$ cat src/rtl/poly_mult_seq.sv
// Sequencer for an NTT-based negacyclic polynomial multiplier: latches operands,
// drives the forward/inverse NTT load and enable strobes, and captures the product.
module poly_mult_seq #(
    parameter int N        = 17,
    parameter int D        = 16,
    parameter int NTT_CYC  = 15,
    parameter int INTT_CYC = 16
) (
    input  logic             clk,
    input  logic             rst_n,
    input  logic             in_valid,
    output logic             in_ready,
    input  logic [N*D-1:0]   a_in,
    input  logic [N*D-1:0]   b_in,
    output logic [N*D-1:0]   ntt_a_op,
    output logic [N*D-1:0]   ntt_b_op,
    output logic             ntt_load,
    output logic             ntt_en,
    output logic             intt_load,
    output logic             intt_en,
    input  logic [N*D-1:0]   intt_res,
    output logic [N*D-1:0]   c_out,
    output logic             out_valid,
    input  logic             out_ready,
    input  logic             abort,
    output logic             busy,
    output logic [7:0]       jobs_done
);

    localparam int MAX_CYC = (NTT_CYC > INTT_CYC) ? NTT_CYC : INTT_CYC;
    localparam int CW      = $clog2(MAX_CYC + 1);
    localparam logic [CW-1:0] NTT_LAST  = CW'(NTT_CYC - 1);
    localparam logic [CW-1:0] INTT_LAST = CW'(INTT_CYC - 1);

    typedef enum logic [2:0] {
        S_IDLE,
        S_LOAD_NTT,
        S_RUN_NTT,
        S_LOAD_INTT,
        S_RUN_INTT,
        S_CAPTURE,
        S_DONE
    } state_t;

    state_t          state;
    logic [CW-1:0]   step;

    // NOTE: all state uses non-blocking assignments so every register samples
    // pre-edge values; blocking here would create order-dependent behaviour.
    always_ff @(posedge clk or negedge rst_n) begin
        if (!rst_n) begin
            state     <= S_IDLE;
            step      <= '0;
            ntt_a_op  <= '0;
            ntt_b_op  <= '0;
            c_out     <= '0;
            jobs_done <= '0;
        end else if (abort) begin
            // Cancel wins everywhere, including over a pending result handshake.
            state <= S_IDLE;
            step  <= '0;
        end else begin
            case (state)
                S_IDLE: begin
                    if (in_valid) begin
                        ntt_a_op <= a_in;
                        ntt_b_op <= b_in;
                        state    <= S_LOAD_NTT;
                    end
                end
                S_LOAD_NTT: begin
                    step  <= '0;
                    state <= S_RUN_NTT;
                end
                S_RUN_NTT: begin
                    if (step == NTT_LAST) begin
                        step  <= '0;
                        state <= S_LOAD_INTT;
                    end else begin
                        step <= step + 1'b1;
                    end
                end
                S_LOAD_INTT: begin
                    step  <= '0;
                    state <= S_RUN_INTT;
                end
                S_RUN_INTT: begin
                    if (step == INTT_LAST) begin
                        step  <= '0;
                        state <= S_CAPTURE;
                    end else begin
                        step <= step + 1'b1;
                    end
                end
                S_CAPTURE: begin
                    c_out <= intt_res;
                    state <= S_DONE;
                end
                S_DONE: begin
                    if (out_ready) begin
                        jobs_done <= jobs_done + 8'd1;
                        state     <= S_IDLE;
                    end
                end
                default: state <= S_IDLE;
            endcase
        end
    end

    // Strobes are pure decodes of the state register: one-hot by construction.
    assign in_ready  = (state == S_IDLE);
    assign busy      = (state != S_IDLE);
    assign ntt_load  = (state == S_LOAD_NTT);
    assign ntt_en    = (state == S_RUN_NTT);
    assign intt_load = (state == S_LOAD_INTT);
    assign intt_en   = (state == S_RUN_INTT);
    assign out_valid = (state == S_DONE);

endmodule
$ cat config.mk
export PLATFORM = sky130hd
export DESIGN_NAME = poly_mult_seq
export DESIGN_NICKNAME = d
export VERILOG_FILES = /design/src/rtl/poly_mult_seq.sv
export SDC_FILE = /design/constraint.sdc
export NUM_CORES = 1
export LEC_CHECK = 0
export BUFFER_PORTS_ARGS = -buffer_cell sky130_fd_sc_hd__buf_4
export CORE_AREA = 5 5 649 651
export CTS_BUF_LIST = sky130_fd_sc_hd__clkbuf_8
export DETAILED_ROUTE_END_ITERATION = 12
export DIE_AREA = 0 0 654 656
export PLACE_DENSITY = 0.3
export SLEW_MARGIN = 20
export SYNTH_ARGS = -nofsm -noshare
export SYNTH_HDL_FRONTEND = slang
export SYNTH_SLANG_ARGS = --single-unit
$ cat constraint.sdc
create_clock -name clk -period 6.02 [get_ports clk]
set_clock_uncertainty 0.1 [all_clocks]
set_input_delay 1.204 -clock clk [delete_from_list [all_inputs] [get_ports clk]]
set_output_delay 1.204 -clock clk [all_outputs]
set_load 0.01 [all_outputs]
==> results.yml <==
outcome:
  outcome: "finished, final reports clean"
power_and_ir_drop:
  clockPowerShare_pct: 33.9
  peakVddDrop_mv: 0.199
  p_total_mw: 19.6
  power_switching_mw: 6.98
  combPwrFrac_pct: 27.3
  p_per_area_nw_per_um2: 364
  p_sw_share_pct: 35.6
  seqPwrFrac_pct: 38.8
  leakagePower_nw: 24.0
  p_int_mw: 12.6
worst_setup_path:
  crit_cells: 3
  crit_start: "state[0]$_DFFE_PN0P_"
  cp_max_fo: 10
  required_ns: 4.72
  crit_slowest_cell: "nor3_1"
  r2r_end: "c_out[68]$_DFFE_PN0P_"
  critical_path_class: "reg2out"
  rr_worst_depth: 5
  crit_path_start_kind: "flop"
  r2r_slack_ns: 2.94
  cp_top_family: "simple AND/OR/NAND/NOR gates"
  arrival_ns: 2.93
  r2r_start: "state[1]$_DFFE_PN0P_"
  crit_chain: "inv_1 -> nor3_1 -> buf_4"
  crit_path_end: "ntt_load"
  critPathBufInv: 2
  cp-end-kind: "output pin"
  slowest_delay_ns: 0.83
yosys:
  ys_types: 35
  synthCells: 1824
  avgSynthCellArea_um2: 17.1
  syn_area_um2: 31100
  yosysSeqAreaShare_pct: 66.9
  synth_nets: 2650
  ys_async_sr_fraction_pct: 100
  synth-seq-cells: 832
  synth_ff_type: "dfrtp_1"
  ys.warnings.count: 0
  synth_edf_count: 0
floorplanning:
  num_io_pins: 1652
  dieArea_um2: 429000
  die_x_um: 654
  initial_core_util_pct: 7.50
  fp-row-count: 237
  fp.coreArea_um2: 415000
  die-height_um: 656
grt:
  grt_pass1_wl_mm: 333
  antenna_found_initial: 143
  overflow: 0
  grt_pass1_vias: 26291
  grtUsageTotal_pct: 12.1
  grt_start_max_net_pins: 123
placement:
  io_buffers: 1651
  gp_congestion: 0.852
  placed_cell_area_um2: 50300
  dpl.cell_count: 8910
  dp_hpwl_mm: 234
clock_network:
  cts_root_buffer: "clkbuf_8"
  cts_tree: "yes"
  post_cts_buffers: 0
  cts_sinks: 832
  clock_path_buffers: 4
  clk_latency_ns: 0.97
  numCtsBuffers: 188
  h-tree-depth: 4
  clk_transition_reported_paths_ns: 0.05
sta:
  rsz0062_at_grt: "no"
  slew_violations: 0
  timing.fmax_mhz: 236
  worst_slew_pin_slew_ns: 0.976
  tns_ns: 0
  hold_slack_ns: 0.343
  setup_violations: 0
  final-hold-violation-count: 0
  relSlewSlack_pct: 34.5
  min_period_over_period_pct: 70.3
  period_needed_ns: 4.23
finish:
  final_nets: 4430
  fin_cells: 9258
  final_area_um2: 54000
  area_growth_pct: 73.6
  drive_gt1_share_pct: 71.2
routing:
  postRouteAntennaNets: 0
  drc: 0
  wl_per_cell_um: 29.3
  drt_iter0_markers: 1237
  routed_wl_mm: 271
  dr.pass1.iters: 5
  num_vias: 24594
  via_per_inst: 2.66
run:
  drv_cap: 0
worst_hold_path:
  hold_class: "in2reg"
## cell type report
cell class                 count  area (um2)
fill                       46916      361000
sequential                   832       20800
timing repair buffer        1686       12800
multi-input combinational    888        9700
tap                         5497        6880
clock buffer                 223        3070
clock inverter               103         593
antenna                       21        52.6
inverter                       8        30.0
## worst reg2reg max path: stages (launching register included)
cell,delay [ns]
dfrtp_1,0.57
nand2b_1,0.29
nor3_2,0.44
buf_12,0.30
buf_12,0.48
mux2_2,0.69
## cell usage after synthesis (4+ instances only)
cell type    n  area (um2)
dfrtp_1    832       20800
mux2_2     713        8030
mux2_1     104        1170
buf_2       71         355
buf_6       12         135
inv_1        8        30.0
clkbuf_1     7        26.3
buf_4        6        45.0
nand3_1      6        30.0
nor2_1       6        22.5
xnor2_1      6        52.6
a21oi_1      5        25.0
ha_1         5        62.6
nand2_1      5        18.8
and3_1       4        25.0
nand4_1      4        25.0
nor3_1       4        20.0
## power groups by stage
stage          sequential, mW  clock, mW  combinational, mW
2_1_floorplan            7.76          0               1.07
3_3_place_gp             7.68          0               5.56
3_5_place_dp             7.69          0               5.56
4_1_cts                  7.61       7.07               5.57
5_1_grt                  7.73       7.24               5.76
6_report                 7.62       6.65               5.36
## how the worst min path moves through the flow
stage / start / endpoint / cells after the start
after global routing: intt_res[271] / c_out[271]$_DFFE_PN0P_ / 2
after global placement: ntt_a_op[51]$_DFFE_PN0P_ / ntt_a_op[51]$_DFFE_PN0P_ / 1
after CTS: abort / state[2]$_DFFE_PN0P_ / 2
after floorplan: step[3]$_DFFE_PN0P_ / step[3]$_DFFE_PN0P_ / 1
after detailed placement: ntt_a_op[151]$_DFFE_PN0P_ / ntt_a_op[151]$_DFFE_PN0P_ / 1
final: a_in[99] / ntt_a_op[99]$_DFFE_PN0P_ / 2
## per-layer routing
layer	up-vias	wire length, um	track usage [%]
met4	14	7090	2.68
met2	1435	124000	19.7
li1	10136	-	-
met3	435	34700	6.67
met5	-	94	0
met1	12574	105000	13.8
## per-stage QoR
stage          util, %  setup slack, ns
2_1_floorplan        -             3.10
3_3_place_gp      12.1             2.06
3_5_place_dp      12.1             2.03
4_1_cts           13.0             1.53
5_1_grt           13.0             1.57
6_report          13.0             1.79
## state kept, by name, summed over array words and instances (netlist names)
| signal | count |
|---|---|
| ntt_a_op | 272 |
| step | 5 |
| state | 3 |
| c_out | 272 |
| ntt_b_op | 272 |
| jobs_done | 8 |
## cell families (layout without fill, tap and decap cells)
logic type / Yosys count / count (layout) / synth area share [%]
compound gates: 19 / 19 / 0.394
fa+ha+maj: 5 / 5 / 0.201
buf+inv: 104 / 2020 / 1.90
mux: 819 / 819 / 29.6
simple gates: 38 / 38 / 0.728
other cells: 0 / 21 / 0
flops: 832 / 832 / 66.9
xor+xnor: 7 / 7 / 0.197
## layout by cell type, fill, tap and decap left out, types with 14 or more instances in the layout
master	instances
inv_1	72
dfrtp_1	832
buf_4	1669
mux2_1	104
clkbuf_8	223
diode_2	21
mux2_2	713
clkinv_2	27
buf_12	14
## what timing repair did
action                    CTS  global route
hold endpoints to repair    3             0
gates resized for setup     0             0
hold buffers                1             0
Note: power is estimated with default switching activity, not from simulation.
